[src/rtl/led_pattern_gen.sv]
// Multi-channel LED pattern generator: one shared tick prescaler drives per-channel
// OFF/ON/BLINK/PULSE state machines, reconfigured through a valid/ready write port.
module led_pattern_gen #(
    parameter int NUM_CH     = 3,
    parameter int PRESCALE   = 2000,
    parameter int PER_W      = 16,
    parameter bit ACTIVE_LOW = 1'b1
) (
    input  logic                      clk,
    input  logic                      resetn,
    input  logic                      cfg_valid,
    output logic                      cfg_ready,
    input  logic [$clog2(NUM_CH):0]   cfg_ch,
    input  logic [1:0]                cfg_mode,
    input  logic [PER_W-1:0]          cfg_period,
    output logic                      tick_o,
    output logic [NUM_CH-1:0]         pulse_done,
    output logic [NUM_CH-1:0]         led_o
);

    localparam int                CH_W    = $clog2(NUM_CH) + 1;
    localparam int                PS_W    = $clog2(PRESCALE);
    localparam logic [PS_W-1:0]   PS_LAST = PS_W'(PRESCALE - 1);
    localparam logic [NUM_CH-1:0] POL     = {NUM_CH{ACTIVE_LOW}};

    typedef enum logic [1:0] {
        M_OFF   = 2'd0,
        M_ON    = 2'd1,
        M_BLINK = 2'd2,
        M_PULSE = 2'd3
    } mode_t;

    logic [PS_W-1:0]  pre_cnt;
    mode_t            mode_q   [NUM_CH];
    mode_t            mode_d   [NUM_CH];
    logic [PER_W-1:0] per_q    [NUM_CH];
    logic [PER_W-1:0] per_d    [NUM_CH];
    logic [PER_W-1:0] phase_q  [NUM_CH];
    logic [PER_W-1:0] phase_d  [NUM_CH];
    logic [NUM_CH-1:0] lit_q;
    logic [NUM_CH-1:0] lit_d;
    logic [NUM_CH-1:0] done_d;
    logic              wr_en;
    logic [PER_W-1:0]  per_in;

    // A write to a channel takes priority over a coincident tick on that channel.
    always_comb begin
        wr_en  = cfg_valid && cfg_ready;
        per_in = (cfg_period == '0) ? PER_W'(1) : cfg_period;
        lit_d  = lit_q;
        done_d = '0;
        for (int i = 0; i < NUM_CH; i++) begin
            mode_d[i]  = mode_q[i];
            per_d[i]   = per_q[i];
            phase_d[i] = phase_q[i];
            if (wr_en && (cfg_ch == CH_W'(i))) begin
                mode_d[i]  = mode_t'(cfg_mode);
                per_d[i]   = per_in;
                phase_d[i] = '0;
                lit_d[i]   = (cfg_mode != M_OFF);
            end else if (tick_o) begin
                case (mode_q[i])
                    M_BLINK: begin
                        if (phase_q[i] == per_q[i] - PER_W'(1)) begin
                            phase_d[i] = '0;
                            lit_d[i]   = ~lit_q[i];
                        end else begin
                            phase_d[i] = phase_q[i] + PER_W'(1);
                        end
                    end
                    M_PULSE: begin
                        if (phase_q[i] == per_q[i] - PER_W'(1)) begin
                            phase_d[i] = '0;
                            lit_d[i]   = 1'b0;
                            mode_d[i]  = M_OFF;
                            done_d[i]  = 1'b1;
                        end else begin
                            phase_d[i] = phase_q[i] + PER_W'(1);
                        end
                    end
                    default: phase_d[i] = '0;
                endcase
            end
        end
    end

    // Prescaler and channel state; led_o is its own register so the pins never glitch.
    always_ff @(posedge clk) begin
        if (!resetn) begin
            pre_cnt    <= '0;
            tick_o     <= 1'b0;
            cfg_ready  <= 1'b0;
            pulse_done <= '0;
            lit_q      <= '0;
            led_o      <= POL;
            for (int i = 0; i < NUM_CH; i++) begin
                mode_q[i]  <= M_OFF;
                per_q[i]   <= PER_W'(1);
                phase_q[i] <= '0;
            end
        end else begin
            pre_cnt    <= (pre_cnt == PS_LAST) ? '0 : pre_cnt + PS_W'(1);
            tick_o     <= (pre_cnt == PS_LAST);
            cfg_ready  <= 1'b1;
            pulse_done <= done_d;
            lit_q      <= lit_d;
            led_o      <= lit_d ^ POL;
            for (int i = 0; i < NUM_CH; i++) begin
                mode_q[i]  <= mode_d[i];
                per_q[i]   <= per_d[i];
                phase_q[i] <= phase_d[i];
            end
        end
    end

endmodule
[config.mk]
export PLATFORM = sky130hd
export DESIGN_NAME = led_pattern_gen
export DESIGN_NICKNAME = d
export VERILOG_FILES = /design/src/rtl/led_pattern_gen.sv
export SDC_FILE = /design/constraint.sdc
export NUM_CORES = 1
export LEC_CHECK = 0
export ABC_AREA = 1
export CORE_ASPECT_RATIO = 1.5
export CORE_MARGIN = 5
export CORE_UTILIZATION = 55
export CTS_BUF_LIST = sky130_fd_sc_hd__clkbuf_8 sky130_fd_sc_hd__clkbuf_16
export DETAILED_ROUTE_END_ITERATION = 16
export PLACE_DENSITY = 0.74
export SLEW_MARGIN = 20
export SYNTH_ARGS = -nofsm -noshare
export SYNTH_HDL_FRONTEND = slang
export SYNTH_SLANG_ARGS = --single-unit
[constraint.sdc]
create_clock -name clk -period 4.9 [get_ports clk]
set_input_delay 0.735 -clock clk [delete_from_list [all_inputs] [get_ports clk]]
set_output_delay 0.735 -clock clk [all_outputs]
set_load 0.05 [all_outputs]
==> impl_results.md <==
- Worst-path fanout max: 16
- Setup CP Type: reg2reg
- Inserted Diodes: 0
- Peak VDD IR: 0.218 mV
- Synth top area share: a little under a third
- Synth warn: 0
- RSZ-0062 raised after global routing: false
- Post-synth EDFFs: 0
- Multi-input logic area: 4690 sq um
- Detailed-route via count: 7813
- Syn_nets: about 1200
- Cell count after synthesis: 1212
- Hold crit path type: reg2reg
- Worst Path Required: 5.20 ns
- Worst EP arrival: approximately 3.2 ns
- # rows: 53
- Synthesized flop and latch total: 124
- CTS root buffer: clkbuf_16
- Worst Setup End Kind: register
- First-pass GRT wire length: 35400 um
- Post-CTS setup buffers: 0
- Top post-synthesis cells by area: dfxtp_1 (31%), nand2_1 (15%), inv_1 (7.4%), nand3_1 (5.9%), xor2_1 (5.8%)
- DR vias/cell: 5.43
- Cell total after placement: 1406
- Die Height: 157 um
- GRT Overall Usage: 26.7%
- Final Hold Viols: 0
- DR pass1 iterations: 5
- Comb pwr share: approximately 8.9%
- Max clock buf depth: 2
- Most common cell after layout, fill and taps aside: nand2_1
- Flop pwr share: between 40% and 50%
- Area Growth Syn to Fin: 12.6%
- Place WS: roughly 1.7 ns
- Commonest cells after routing, fill and taps aside: nand2_1 (319), inv_1 (159), dfxtp_1 (124)
- CTS Buf Count: 17
- DRC Markers: 0
- Setup violators final: 0
- Largest net degree at the start of global routing: 31
- Switching Power: between 600 and 700 uW
- Dominant synthesized flop cell: dfxtp_1
- Clk_lat worst skew: around 0.42 ns
- DRT Wirelength: around 22000 um
- Reg area: between 2000 and 2500 sq um
- Initial antenna violation count: 0
- Clock Skews: 0.00994 ns
- Overflow after GRT: 0
- Placer Congestion: 0.996
- P_int: 1850 uW
- CTS tree: done
- Synth cell types: 44
- Ys async rst share: 0%
- Initial Util: around 56%
- Clock transition at path regs: roughly 0.060 ns
- Total Power: ~2500 uW
- Syn Area/Cell: approximately 6.6 sq um
- Area leader, netlist: dfxtp_1
- Die X-Extent: 108 um
- Die ar.: 17000 sq um
- Routed len/inst: 15.1 um
- Outcome: finished, final reports clean
- Clk pwr share: 50.0%
- Vias in the first global route: 7430
- Pwr dens: 279 nW/um^2
- Setup ws final: 1.97 ns
- Post-CTS Resized: 0
- Layout cell share with drive strength beyond 1: approximately 7.6%
- Post-DP HPWL: 17000 um
- # fillers: 1342
- Initial DRC count: approximately 420
- Post-route clock period utilization: 59.7%
- Antenna Nets Post-Route: 0
- Sw frac: 25.9%
- Max-cap check violation count: 0
- Clock sink count: 124
- Core area: 14100 sq um
- Fmax achieved: 342 MHz
- Startpoint Class: register
- Sequential element share of the synthesized area: 31.3%
- Min Tclk post-route: 2.93 ns
- H-tree depth: 4
- Max-slew headroom: between 30 and 40%
- Final nets: between 1000 and 1500
- Leak: 0.00404 uW
- Setup TNS: 0 ns
- Non-filler instance count after layout: approximately 1400
- IO buf count: 31
- Pins over their slew limit: 0
- Area of the mapped netlist: 7940 sq um
- Ports: 32
- Slew @ Worst Pin: 1.01 ns
- CTS Hold Bufs: 0
-- metrics by stage --
| stage | area, sq um | hold WS [ns] | utilization [%] |
|---|---|---|---|
| 2_1_floorplan | 7940 | 0.418 | - |
| 3_3_place_gp | 8350 | 0.425 | 59.1 |
| 3_5_place_dp | 8350 | 0.440 | 59.1 |
| 4_1_cts | 8940 | 0.454 | 63.3 |
| 5_1_grt | 8940 | 0.466 | 63.3 |
| 6_report | 8940 | 0.450 | 63.3 |
-- registers in the layout (all words and copies together), names as in the netlist, named ones only --
name,flops
pre_cnt,11
tick_o,1
pulse_done,3
cfg_ready,1
phase_q,48
per_q,48
led_o,3
mode_q,6
-- area by class of cell --
| cell class | instances | share of cell area [%] |
|---|---|---|
| clock buffer | 18 | 4.91 |
| clock inverter | 14 | 1.64 |
| inverter | 165 | 6.93 |
| multi-input combinational | 892 | 52.4 |
| sequential | 124 | 27.8 |
| tap | 192 | 2.69 |
| timing repair buffer | 33 | 3.64 |
-- logic make-up (layout without fill, tap and decap cells) --
kind of cell	Yosys count	in the layout	synth area share, %
simple gates	651	651	37.8
buf+inv	196	230	9.72
compound gates	151	151	10.9
flops	124	124	31.3
xor+xnor	80	80	8.82
fa+ha+maj	10	10	1.58
-- worst max-delay path, stage by stage (launching register included) --
cell and delay [ns]:
dfxtp_1 0.33, inv_2 0.08, ha_1 0.21, nand3_2 0.18
nor2_1 0.30, nand2_1 0.09, nand3_1 0.11, nand4_1 0.14
nor3_4 0.25, nand2_4 0.23, ha_1 0.34, a21oi_1 0.13
o21ai_0 0.09, a32o_1 0.22, inv_1 0.05, nand2_1 0.06
-- final timing paths --
check	from	endpoint	slack (ns)	cells past startpoint
max reg2reg	per_q[0][0]	led_o[0]	1.97	15
min reg2reg	pre_cnt[0]	pre_cnt[0]	0.45	1
max	per_q[0][0]	led_o[0]	1.97	15
min	pre_cnt[0]	pre_cnt[0]	0.45	1
-- synth_stat cells, types with 4 or more instances --
| cell | count |
|---|---|
| nand2_1 | 319 |
| inv_1 | 157 |
| dfxtp_1 | 124 |
| nor2_1 | 120 |
| nand3_1 | 93 |
| a21oi_1 | 54 |
| xor2_1 | 53 |
| o21ai_0 | 46 |
| o22ai_1 | 30 |
| xnor2_1 | 27 |
| nand4_1 | 25 |
| clkbuf_1 | 17 |
| nand3b_1 | 17 |
| nor4_1 | 13 |
| nand3_2 | 12 |
| nor2_2 | 12 |
| nor3_1 | 12 |
| ha_1 | 10 |
| a21oi_2 | 9 |
| inv_2 | 8 |
| nand2_2 | 7 |
| nor2_4 | 6 |
| buf_2 | 5 |
| o21a_1 | 4 |
-- power groups by stage --
stage          Combinational (uW)  Sequential [uW]  Clock (uW)
6_report                      222             1030        1250
5_1_grt                       246             1030        1320
4_1_cts                       223             1030        1270
3_5_place_dp                  222             1050           0
3_3_place_gp                  220             1050           0
2_1_floorplan                 160             1050           0
-- layer usage --
| metal | global-route usage (%) | part of all wire [%] | vias to the layer above |
|---|---|---|---|
| met5 | 0 | 0 | - |
| met4 | 19.8 | 7.8 | 0 |
| met3 | 5.01 | 4.2 | 103 |
| met2 | 48.0 | 51 | 211 |
| met1 | 27.0 | 37 | 3557 |
| li1 | - | - | 3942 |
Note: power is estimated with default switching activity, not from simulation.
